`src/rtl/fw_msg_pkg.sv`:
```
// Shared encodings for the firmware message streamer: FSM states, event types,
// ASCII constants and the nibble-to-hex helper.
package fw_msg_pkg;

  typedef enum logic [3:0] {
    ST_IDLE,
    ST_PREFIX,
    ST_COLON,
    ST_STR,
    ST_SP,
    ST_HEX_A,
    ST_SLASH,
    ST_HEX_B,
    ST_SP2,
    ST_VERDICT,
    ST_EOL
  } state_t;

  localparam int unsigned NUM_TYPES = 4;
  localparam logic [1:0] TYPE_REPORT  = 2'd0;
  localparam logic [1:0] TYPE_WARNING = 2'd1;
  localparam logic [1:0] TYPE_ERROR   = 2'd2;
  localparam logic [1:0] TYPE_COMPARE = 2'd3;

  localparam logic [7:0] ASCII_R     = 8'h52;
  localparam logic [7:0] ASCII_W     = 8'h57;
  localparam logic [7:0] ASCII_E     = 8'h45;
  localparam logic [7:0] ASCII_C     = 8'h43;
  localparam logic [7:0] ASCII_COLON = 8'h3A;
  localparam logic [7:0] ASCII_SPACE = 8'h20;
  localparam logic [7:0] ASCII_SLASH = 8'h2F;
  localparam logic [7:0] ASCII_P     = 8'h50;
  localparam logic [7:0] ASCII_F     = 8'h46;
  localparam logic [7:0] ASCII_LF    = 8'h0A;

  function automatic logic [7:0] hex_ascii(input logic [3:0] nib);
    return (nib < 4'd10) ? (8'h30 + {4'h0, nib}) : (8'h37 + {4'h0, nib});
  endfunction

  function automatic logic [7:0] prefix_ascii(input logic [1:0] typ);
    case (typ)
      TYPE_REPORT:  return ASCII_R;
      TYPE_WARNING: return ASCII_W;
      TYPE_ERROR:   return ASCII_E;
      default:      return ASCII_C;
    endcase
  endfunction

endpackage

```
`src/rtl/fw_string_mem.sv`:
```
// Firmware string buffer: one synchronous write port, one combinational read port.
// Contents are deliberately not reset.
module fw_string_mem #(
  parameter int DEPTH = 64,
  parameter int AW    = 6
) (
  input  logic          i_clk,
  input  logic          i_we,
  input  logic [AW-1:0] i_waddr,
  input  logic [7:0]    i_wdata,
  input  logic [AW-1:0] i_raddr,
  output logic [7:0]    o_rdata
);

  logic [7:0] r_mem [DEPTH];

  always_ff @(posedge i_clk) begin
    if (i_we) r_mem[i_waddr] <= i_wdata;
  end

  assign o_rdata = r_mem[i_raddr];

endmodule

```
`src/rtl/fw_msg_streamer.sv`:
```
// Queues firmware report/warning/error/compare events and streams each as one ASCII line;
// first char two cycles after the event pulse, holds char_valid/char_data while char_ready is low.
module fw_msg_streamer
  import fw_msg_pkg::*;
#(
  parameter int STR_DEPTH = 64,
  parameter int CNT_W     = 16
) (
  input  logic             wb_clk_i,
  input  logic             wb_rst_i,
  input  logic             new_report,
  input  logic             new_warning,
  input  logic             new_error,
  input  logic             new_compare,
  input  logic [31:0]      report_reg,
  input  logic [31:0]      warning_reg,
  input  logic [31:0]      error_reg,
  input  logic [31:0]      measured_reg,
  input  logic [31:0]      expected_reg,
  input  logic             write_mem,
  input  logic [7:0]       data,
  input  logic [5:0]       index,
  input  logic             char_ready,
  output logic             char_valid,
  output logic [7:0]       char_data,
  output logic             busy,
  output logic             overflow,
  output logic [CNT_W-1:0] warning_count,
  output logic [CNT_W-1:0] error_count,
  output logic [CNT_W-1:0] compare_fail_count
);

  localparam int AW = $clog2(STR_DEPTH);

  state_t           r_state, w_state_nxt;
  logic [3:0]       r_pending;
  logic             r_ovf;
  logic [CNT_W-1:0] r_wcnt, r_ecnt, r_fcnt;
  logic [1:0]       r_type;
  logic [AW:0]      r_ptr;
  logic [2:0]       r_nib;
  logic [31:0]      r_rep_val, r_warn_val, r_err_val, r_meas_val, r_exp_val;
  logic [31:0]      r_line_a, r_line_b;

  logic [3:0]  w_pulse, w_accept, w_clr;
  logic [1:0]  w_sel;
  logic        w_dispatch, w_ptr_inc, w_nib_inc, w_vld, w_str_end, w_we;
  logic [7:0]  w_chr, w_rd;
  logic [3:0]  w_nib_a, w_nib_b;

  assign w_we = write_mem && ({26'd0, index} < 32'(STR_DEPTH));

  fw_string_mem #(.DEPTH(STR_DEPTH), .AW(AW)) u_mem (
    .i_clk   (wb_clk_i),
    .i_we    (w_we),
    .i_waddr (index[AW-1:0]),
    .i_wdata (data),
    .i_raddr (r_ptr[AW-1:0]),
    .o_rdata (w_rd)
  );

  // A pulse whose type is still pending is dropped and flagged, never merged.
  assign w_pulse  = {new_compare, new_error, new_warning, new_report};
  assign w_accept = w_pulse & ~r_pending;

  always_comb begin
    w_sel = TYPE_REPORT;
    if (r_pending[0])      w_sel = TYPE_REPORT;
    else if (r_pending[1]) w_sel = TYPE_WARNING;
    else if (r_pending[2]) w_sel = TYPE_ERROR;
    else                   w_sel = TYPE_COMPARE;
  end

  assign w_clr     = w_dispatch ? (4'b0001 << w_sel) : 4'b0000;
  assign w_str_end = r_ptr[AW] || (w_rd == 8'h00);
  assign w_nib_a   = r_line_a[{~r_nib, 2'b00} +: 4];
  assign w_nib_b   = r_line_b[{~r_nib, 2'b00} +: 4];

  always_comb begin
    w_state_nxt = r_state;
    w_vld       = 1'b1;
    w_chr       = ASCII_SPACE;
    w_dispatch  = 1'b0;
    w_ptr_inc   = 1'b0;
    w_nib_inc   = 1'b0;
    case (r_state)
      ST_IDLE: begin
        w_vld = 1'b0;
        if (|r_pending) begin
          w_dispatch  = 1'b1;
          w_state_nxt = ST_PREFIX;
        end
      end
      ST_PREFIX: begin
        w_chr = prefix_ascii(r_type);
        if (char_ready) w_state_nxt = ST_COLON;
      end
      ST_COLON: begin
        w_chr = ASCII_COLON;
        if (char_ready) w_state_nxt = w_str_end ? ST_SP : ST_STR;
      end
      // The terminator slot carries the space itself so no bubble appears.
      ST_STR: begin
        if (w_str_end) begin
          w_chr = ASCII_SPACE;
          if (char_ready) w_state_nxt = ST_HEX_A;
        end else begin
          w_chr     = w_rd;
          w_ptr_inc = char_ready;
        end
      end
      ST_SP: begin
        w_chr = ASCII_SPACE;
        if (char_ready) w_state_nxt = ST_HEX_A;
      end
      ST_HEX_A: begin
        w_chr     = hex_ascii(w_nib_a);
        w_nib_inc = char_ready;
        if (char_ready && r_nib == 3'd7)
          w_state_nxt = (r_type == TYPE_COMPARE) ? ST_SLASH : ST_EOL;
      end
      ST_SLASH: begin
        w_chr = ASCII_SLASH;
        if (char_ready) w_state_nxt = ST_HEX_B;
      end
      ST_HEX_B: begin
        w_chr     = hex_ascii(w_nib_b);
        w_nib_inc = char_ready;
        if (char_ready && r_nib == 3'd7) w_state_nxt = ST_SP2;
      end
      ST_SP2: begin
        w_chr = ASCII_SPACE;
        if (char_ready) w_state_nxt = ST_VERDICT;
      end
      ST_VERDICT: begin
        w_chr = (r_line_a == r_line_b) ? ASCII_P : ASCII_F;
        if (char_ready) w_state_nxt = ST_EOL;
      end
      ST_EOL: begin
        w_chr = ASCII_LF;
        if (char_ready) w_state_nxt = ST_IDLE;
      end
      default: begin
        w_vld       = 1'b0;
        w_state_nxt = ST_IDLE;
      end
    endcase
  end

  always_ff @(posedge wb_clk_i) begin
    if (wb_rst_i) begin
      r_state   <= ST_IDLE;
      r_pending <= '0;
      r_ovf     <= 1'b0;
      r_wcnt    <= '0;
      r_ecnt    <= '0;
      r_fcnt    <= '0;
      r_type    <= TYPE_REPORT;
      r_ptr     <= '0;
      r_nib     <= '0;
    end else begin
      r_state   <= w_state_nxt;
      r_pending <= (r_pending & ~w_clr) | w_accept;
      if (|(w_pulse & r_pending)) r_ovf <= 1'b1;
      if (w_accept[TYPE_WARNING] && r_wcnt != '1) r_wcnt <= r_wcnt + 1'b1;
      if (w_accept[TYPE_ERROR] && r_ecnt != '1) r_ecnt <= r_ecnt + 1'b1;
      if (w_accept[TYPE_COMPARE] && measured_reg != expected_reg && r_fcnt != '1)
        r_fcnt <= r_fcnt + 1'b1;
      if (w_dispatch) begin
        r_type <= w_sel;
        r_ptr  <= '0;
        r_nib  <= '0;
      end else begin
        if (w_ptr_inc) r_ptr <= r_ptr + 1'b1;
        if (w_nib_inc) r_nib <= r_nib + 1'b1;
      end
    end
  end

  // Line values are copied at dispatch so a re-queued event cannot disturb the line in flight.
  always_ff @(posedge wb_clk_i) begin
    if (w_accept[TYPE_REPORT])  r_rep_val  <= report_reg;
    if (w_accept[TYPE_WARNING]) r_warn_val <= warning_reg;
    if (w_accept[TYPE_ERROR])   r_err_val  <= error_reg;
    if (w_accept[TYPE_COMPARE]) begin
      r_meas_val <= measured_reg;
      r_exp_val  <= expected_reg;
    end
    if (w_dispatch) begin
      case (w_sel)
        TYPE_REPORT:  r_line_a <= r_rep_val;
        TYPE_WARNING: r_line_a <= r_warn_val;
        TYPE_ERROR:   r_line_a <= r_err_val;
        default:      r_line_a <= r_meas_val;
      endcase
      r_line_b <= r_exp_val;
    end
  end

  assign char_valid         = w_vld;
  assign char_data          = w_vld ? w_chr : 8'h00;
  assign busy               = (|r_pending) || (r_state != ST_IDLE);
  assign overflow           = r_ovf;
  assign warning_count      = r_wcnt;
  assign error_count        = r_ecnt;
  assign compare_fail_count = r_fcnt;

endmodule

```
`config.mk`:
```
export PLATFORM = sky130hd
export DESIGN_NAME = fw_msg_streamer
export DESIGN_NICKNAME = d
export VERILOG_FILES = /design/src/rtl/fw_msg_pkg.sv /design/src/rtl/fw_string_mem.sv /design/src/rtl/fw_msg_streamer.sv
export SDC_FILE = /design/constraint.sdc
export NUM_CORES = 1
export LEC_CHECK = 0
export CELL_PAD_IN_SITES_DETAIL_PLACEMENT = 0
export CELL_PAD_IN_SITES_GLOBAL_PLACEMENT = 1
export CORE_ASPECT_RATIO = 1.2
export CORE_MARGIN = 10
export CORE_UTILIZATION = 50
export DETAILED_ROUTE_END_ITERATION = 12
export PLACE_DENSITY = 0.84
export RECOVER_POWER = 25
export SYNTH_ARGS = -nofsm -noshare
export SYNTH_HDL_FRONTEND = slang
export SYNTH_HIERARCHICAL = 1
export SYNTH_SLANG_ARGS = --single-unit
```
`constraint.sdc`:
```
create_clock -name wb_clk_i -period 7.4 [get_ports wb_clk_i]
set_clock_uncertainty 0.1 [all_clocks]
set_input_delay 1.85 -clock wb_clk_i [delete_from_list [all_inputs] [get_ports wb_clk_i]]
set_output_delay 1.85 -clock wb_clk_i [all_outputs]
set_load 0.05 [all_outputs]
```
# [Yosys cells after proc, flatten, opt, wreduce, memory -nomap -nowiden]
# Memory sizes are Yosys's and may differ from the RTL's. A register that Yosys moved wholly into a read port is not among the register bits.
# Cells that the tools add are included.
[word_totals] wordCells=123 output_inout_bits=59 ramBits=512 n_memories=1 reg_bits=293
[mem_list] memory="u_mem.r_mem" words=64 width=8 read_ports=1 rd_ports_with_merged_regs=1 wr=1 line="fw_string_mem.sv:15" rtl="logic [7:0] r_mem [DEPTH];"
[op_classes] order_cmp=2 eq_ne=31 n_addsub=9 reduce_logical=18 bitwise=7 muxes=36 n_shift=3
[ops] operator="one-hot mux 32 bit (3 select lines)" n=1
[ops] operator="one-hot mux 8 bit (8 select lines)" n=1
[ops] operator="indexed part select 32 x 6 -> 4 bit" n=2
[ops] operator="2-to-1 mux 4 bit" n=13
[ops] operator="adder 16 x 1 -> 16 bit, second input constant" n=3
[ops] operator="!= test 16 bit, second input constant" n=3
[ops] operator="one-hot mux 4 bit (11 select lines)" n=1
[ops] operator="== test 32 bit" n=1
[ops] operator="!= test 32 bit" n=1
[ops] operator="adder 6 x 4 -> 7 bit, first input constant" n=4
[ops] operator="!= test 2 bit, second input constant" n=10
[ops] operator="== test 4 x 3 -> 1 bit, second input constant" n=4
[ops] operator="2-to-1 mux 8 bit" n=2
[ops] operator="one-hot mux 5 bit (3 select lines)" n=1
[ops] operator="2-to-1 mux 7 bit" n=2
[ops] operator="AND 4 bit" n=3
[ops] operator="== test 4 bit, second input constant" n=3
[ops] operator="2-to-1 mux 6 bit" n=2
[ops] operator="AND reduction 10 bit" n=1
[ops] operator="OR reduction 10 bit" n=1
[ops] operator="2-to-1 mux 1 bit" n=9
[ops] operator="== test 4 x 2 -> 1 bit, second input constant" n=2
[ops] operator="zero test 8 bit" n=1
[ops] operator="< comparator 4 bit, second input constant" n=2
[ops] operator="20 further kinds" n=33

# [Depth between registers and ports, before layout]
# Gate-level depths: netlist of the first run.
[logic_depth] word_depth=8 depth_mapped=16 mapped_depth_nobuf=12

# [Modules after synthesis]
# The synthesis of the first run kept the hierarchy.
[by_module_without_submodules] module="fw_string_mem" cells_each=932 seq_area_each_um2=15374.7 area_per_inst_um2=20006.7 n_inst=1
[by_module_without_submodules] module="fw_msg_streamer" cells_each=982 seq_area_each_um2=8107.8 area_per_inst_um2=12612.1 n_inst=1

# [Worst setup path before layout of the first run]
# No wires, ideal clock.
[synth_path] kind="input -> register" from="input port new_compare" to="register r_fcnt[12] (netlist: compare_fail_count[12])" t_required_ns=7.184 setup_time_ns=0.116 path_buffers=0 path_slack_ns=0.928 t_arrival_ns=6.256 stages=5 cell_sequence="nor2b_1 o21ai_0 nor3_1 a21oi_1 a31o_2"
[synth_between] elab_chain_cells=3
[synth_rtl] item="start: declaration" line="fw_msg_streamer.sv:14" rtl="input logic new_compare,"
[synth_rtl] item="AND 4 bit" line="fw_msg_streamer.sv:64" rtl="assign w_accept = w_pulse & ~r_pending;"
[synth_rtl] item="logical AND 1 bit (2 in a row)" line="fw_msg_streamer.sv:167" rtl="if (w_accept[TYPE_COMPARE] && measured_reg != expected_reg && r_fcnt != '1)"
[synth_rtl] item="end signal: assignment" line="fw_msg_streamer.sv:168" rtl="r_fcnt <= r_fcnt + 1'b1;"
[synth_rtl] item="end: declaration" line="fw_msg_streamer.sv:38" rtl="logic [CNT_W-1:0] r_wcnt, r_ecnt, r_fcnt;"
# Every way passes these cells.
# A chain may end at the register's enable or synchronous reset.

==> results of run 1 <==
[cell usage after synthesis (11+ instances only)]
master,n
mux2_2,14
mux2i_1,28
buf_4,14
nor4_1,17
inv_1,12
nand2b_1,13
nand2_1,88
clkbuf_1,44
nand3_1,39
a21oi_1,62
edfxtp_1,736
nand4_1,26
buf_2,14
mux4_2,131
nor2b_1,19
dfxtp_1,69
xnor2_1,49
mux4_1,11
xor2_1,59
o21ai_0,49
nor3_1,18
nor2_1,196
o22ai_1,41
ha_1,12
[path summary, 6_finish.rpt]
path	startpoint	end	slack [ns]	depth (start not counted)
worst max-delay path	r_ptr[1]	char_data[3]	0.50	10
worst min-delay path	r_exp_val[1]	r_line_b[1]	0.32	0
worst max register to register	r_ptr[1]	r_state[1]	2.78	11
worst min register to register	r_exp_val[1]	r_line_b[1]	0.32	0
[worst max-delay path, cell delays in order (launching register included)]
cell and delay [ns]:
dfxtp_4 0.96, buf_4 0.35, mux4_2 0.33, mux4_2 0.52
o21ai_1 0.24, o41ai_1 0.18, a21boi_0 0.42, o22ai_1 0.15
o21ai_0 0.21, o41ai_1 0.12, clkdlybuf4s50_1 0.82
[cell type report]
type	count	area, µm²	area share
Clock buffer	93	2060	0.0539
Clock inverter	47	469	0.0123
Inverter	14	52.6	0.00137
Multi-Input combinational cell	1001	8520	0.223
Sequential cell	805	23500	0.614
Tap cell	832	1040	0.0272
Timing Repair Buffer	267	2590	0.0679
[power groups by stage]
stage	Combinational, mW	Sequential [mW]	Clock [mW]
6_report	1.39	5.55	3.93
5_1_grt	1.49	5.57	4.18
4_1_cts	1.41	5.55	4.00
3_5_place_dp	1.41	5.64	0
3_3_place_gp	1.39	5.63	0
2_1_floorplan	0.898	5.56	0
[cell families (layout without fill, tap and decap cells)]
logic type      after synthesis  in the layout  share of synthesized area
flops                       805            805                      0.720
fa+ha+maj                    12             12                    0.00460
xor+xnor                    108            108                     0.0290
simple gates                460            460                     0.0659
buf+inv                     108            421                     0.0195
compound gates              232            232                     0.0454
mux                         189            189                      0.116
[state kept, by name, indices dropped and copies added (netlist names)]
signal and cells:
error_count 16, r_exp_val 32, overflow 1, r_warn_val 32
compare_fail_count 16, r_type 2, r_meas_val 32, u_mem/r_mem 512
warning_count 16, r_nib 3, r_state 4, r_rep_val 32
r_pending 4, r_line_b 32, r_err_val 32, r_ptr 7
r_line_a 32
[repair_timing]
item                                    in CTS  in global routing
endpoints found under the setup margin       0                  1
gates resized for setup                      0                  1
setup buffers                                0                  0
[through the flow]
| step | std cells | instance area (µm²) |
|---|---|---|
| 2_1_floorplan | 1914 | 32600 |
| 3_3_place_gp | 2919 | 35700 |
| 3_5_place_dp | 2919 | 35700 |
| 4_1_cts | 3059 | 38200 |
| 5_1_grt | 3059 | 38200 |
| 6_report | 3059 | 38200 |
[layer usage]
layer / global-route usage / part of all wire
met4: 0.0811 / 0.036
met5: 0 / 0
met1: 0.247 / 0.37
met3: 0.0448 / 0.076
met2: 0.368 / 0.52
==> impl_metrics.yaml, run 1 <==
run_status:
  status: "finished, violations left"
  violations: "max-capacitance violations, max-slew violations"
logic_synthesis:
  ys_ff_latch: 805
  synth_flop_cell: "edfxtp_1"
  synth_edf_count: 736
  ys_types: 73
  syn_inst: 1914
  async_flop_share: 0
  yosysWarnings: 6
  syn_area_um2: 32600
  yosysTopAreaCell: "edfxtp_1"
  ys_seq_area_frac: 0.720
  synth.avg_cell_area_um2: 17.0
  netlist_top_cells_area: "edfxtp_1, mux4_2, dfxtp_1, nor2_1, xor2_1"
  synth_fp_nets: 2108
  synthDominantCellAreaShare: 0.678
detailed_routing:
  drtIter0Drc: 1929
  first_pass_iters: 6
  ant_nets: 0
  drc_errors: 0
  routed_wl_mm: 79.4
  vias: 18400
  wire_per_inst_um: 26.0
  routed_via_density: 6.01
floorplanning:
  core_area_um2: 64600
  ioPinCount: 241
  die_width_um: 253
  die-area_um2: 75900
  initial_utilization: 0.505
  rows: 102
  die_h_um: 300
power_and_ir_drop:
  clkPwrFrac: 0.361
  p_per_area_nw_per_um2: 284
  p_comb_frac: 0.128
  total_power_mw: 10.9
  pwr-share-seq: 0.511
  switching_share: 0.252
  p_sw_mw: 2.74
  ir_drop_uv: 238
  internal_power_mw: 8.12
  leakage_nw: 12.0
global_route:
  antenna_found_initial: 0
  grt.overflow.total: 0
  grt_pass1_wl_mm: 120
  grt_usage: 0.209
  grt_max_degree: 68
  grt_pass1_vias: 19000
flow_run:
  cap_violations: 8
placement:
  detailed_place_hpwl_mm: 54.4
  pre_cts_slack_ns: 0.874
  numPortBuffers: 240
  gp_congestion: 0.951
finish:
  area_growth_syn_to_layout_pct: 17.2
  diodes: 0
  fin_util: 0.592
  layout.nets: 2360
  drive_gt1_frac: 0.141
  layout_commonest_cell: "edfxtp_1"
  final_cell_mix: "edfxtp_1, nor2_1, dlygate4sd3_1"
  fill_cells: 4732
timing:
  fin_crit_ns: 6.90
  worstMarginPinSlew_ns: 2.97
  slew_headroom: -0.980
  rsz0062_at_grt: "false"
  hold_violations: 0
  worst_slack_ns: 0.502
  setup_tns_ns: 0
  max_freq_mhz: 145
  drv_slew: 483
  setup_violations: 0
  worst_hold_slack_ns: 0.318
  fin_crit_sh: 0.932
critical_path:
  worstPathArrival_ns: 4.95
  path_max_fanout: 58
  worstPathRequired_ns: 5.45
  critPathLaunchType: "flip-flop"
  critPathCaptureType: "primary output"
  path_class: "flip-flop to primary output"
cts:
  cts.clk_slew.worst_paths_ns: 0.06
  cts_root_buf: "clkbuf_16"
  cts_max_path_buffers: 3
  cts_buffers: 77
  h-tree-depth: 3
  cts_hold_buffers: 0
  cts_tree: "yes"
  worst_skew_pair.late_latency_ns: 0.63
  clock_sinks: 805
worst_hold_path:
  hp-class: "flip-flop to flip-flop"
Power figures use the tool's default switching activity.
==> inputs of run 2 (changes only) <==
Settings changed: SLEW_MARGIN from default to 20.
Clock period 7.4 ns to 7.2 ns, I/O delays scaled along.
==> impl_metrics.yaml, run 2 (same netlist as run 1, synthesis figures left out) <==
run_status:
  status: "finished, violations left"
  violations: "max-capacitance violations, max-slew violations"
cts:
  cts_max_path_buffers: 3
  worst_skew_pair.late_latency_ns: 0.62
  postCtsSetupBuffers: 0
  cts_hold_buffers: 0
  clock_sinks: 805
  cts_resized: 0
  cts_buffers: 76
  cts_tree: "yes"
  cts_root_buf: "clkbuf_16"
  cts.clk_slew.worst_paths_ns: 0.06
  h-tree-depth: 3
finish:
  final_cell_mix: "edfxtp_1, nor2_1, dlygate4sd3_1"
  layout.nets: 2363
  drive_gt1_frac: 0.144
  largest_register_ffs: 512
  diodes: 0
  fin_util: 0.589
  largest-register: "u_mem/r_mem"
  fill_cells: 4828
  layout_commonest_cell: "edfxtp_1"
  area_growth_syn_to_layout_pct: 16.7
power_and_ir_drop:
  p_sw_mw: 2.80
  leakage_nw: 11.9
  total_power_mw: 10.9
  internal_power_mw: 8.09
  pwr-share-seq: 0.524
  p_per_area_nw_per_um2: 286
  ir_drop_uv: 240
  clkPwrFrac: 0.346
  p_comb_frac: 0.130
  switching_share: 0.257
critical_path:
  critPathLaunchType: "flip-flop"
  critPathTopFamily: "compound AO/OA/AOI/OAI gates"
  startpoint: "r_ptr[0]"
  worstPathRequired_ns: 5.30
  critPathSlowestCell: "clkdlybuf4s50_1"
  worstPathArrival_ns: 4.90
  path_max_fanout: 29
  critPathBufInv: 2
  r2r-start: "r_ptr[1]"
  slowest_delay_ns: 0.97
  critPathMostFrequentCell: "o41ai_1"
  path_cells: "buf_4 -> mux4_2 -> o221ai_1 -> o21a_1 -> o41ai_1 -> a21boi_0 -> o22ai_1 -> o21ai_0 -> o41ai_1 -> clkdlybuf4s50_1"
  critPathCaptureType: "primary output"
  path_class: "flip-flop to primary output"
timing:
  drv_slew: 390
  worst_slack_ns: 0.397
  max_freq_mhz: 147
  fin_crit_ns: 6.80
  setup_violations: 0
  hold_violations: 0
  setup_tns_ns: 0
  worstMarginPinSlew_ns: 2.83
  worst_hold_slack_ns: 0.310
  slew_headroom: -0.888
  rsz0062_at_grt: "false"
  fin_crit_sh: 0.945
flow_run:
  cap_violations: 6
floorplanning:
  ioPinCount: 241
  die_h_um: 300
  initial_utilization: 0.505
  rows: 102
  die_width_um: 253
  die-area_um2: 75900
  core_area_um2: 64600
placement:
  pre_cts_slack_ns: 1.17
  numPortBuffers: 240
  detailed_place_hpwl_mm: 54.9
  gp_congestion: 0.942
detailed_routing:
  routed_wl_mm: 80.2
  ant_nets: 0
  vias: 18300
  drc_errors: 0
  drtIter0Drc: 1737
  wire_per_inst_um: 26.2
  first_pass_iters: 5
  routed_via_density: 5.99
global_route:
  antenna_found_initial: 0
  grt.overflow.total: 0
  grt_pass1_wl_mm: 120
  grt_max_degree: 71
  grt_pass1_vias: 19100
  grt_usage: 0.211
worst_hold_path:
  hold_path_startpoint: "r_exp_val[22]"
  hp-class: "flip-flop to flip-flop"
run 2: routing by layer:
metal  global-route usage  part of all wire  wire [µm]  up-vias
met5                    0                 0          0        -
met4               0.0894             0.039       3130        0
met3               0.0451             0.077       6140      178
met2                0.367              0.52      41800      839
met1                0.249              0.36      29200     9243
li1                     -                 -          -     8084
run 2: worst register-to-register path: cells and delay by family (launching register included):
kind / cells / cell delay (ns)
simple gates: 1 / 0.49
mux: 2 / 0.93
compound gates: 6 / 2.06
flops: 1 / 1.00
run 2: worst paths after layout:
path / end / slack, ns / cells past startpoint
setup / recovery: char_data[3] / 0.40 / 10
hold / removal: r_line_b[22] / 0.31 / 0
setup reg to reg: r_state[2] / 2.51 / 9
hold reg to reg: r_line_b[22] / 0.31 / 0
run 2: area by class of cell:
cell class | count | area [µm²] | area share
flip-flops and latches | 805 | 23500 | 0.617
multi-input cells | 1001 | 8530 | 0.224
repair buffers | 271 | 2610 | 0.0687
clock buffers | 95 | 2030 | 0.0532
well taps | 832 | 1040 | 0.0273
clock inverters | 46 | 310 | 0.00815
inverters | 14 | 52.6 | 0.00138
run 2: metrics by stage:
| step | instance area (µm²) | std cells |
|---|---|---|
| 3_5_place_dp | 35700 | 2923 |
| 5_1_grt | 38100 | 3064 |
| 2_1_floorplan | 32600 | 1914 |
| 6_report | 38100 | 3064 |
| 3_3_place_gp | 35700 | 2922 |
| 4_1_cts | 38100 | 3064 |
run 2: power by group through the flow:
stage / combinational (mW) / sequential (mW) / clock (mW)
final: 1.42 / 5.70 / 3.77
after global routing: 1.52 / 5.73 / 4.03
after CTS: 1.44 / 5.70 / 3.84
after detailed placement: 1.44 / 5.80 / 0
after global placement: 1.42 / 5.78 / 0
after floorplan: 0.923 / 5.72 / 0
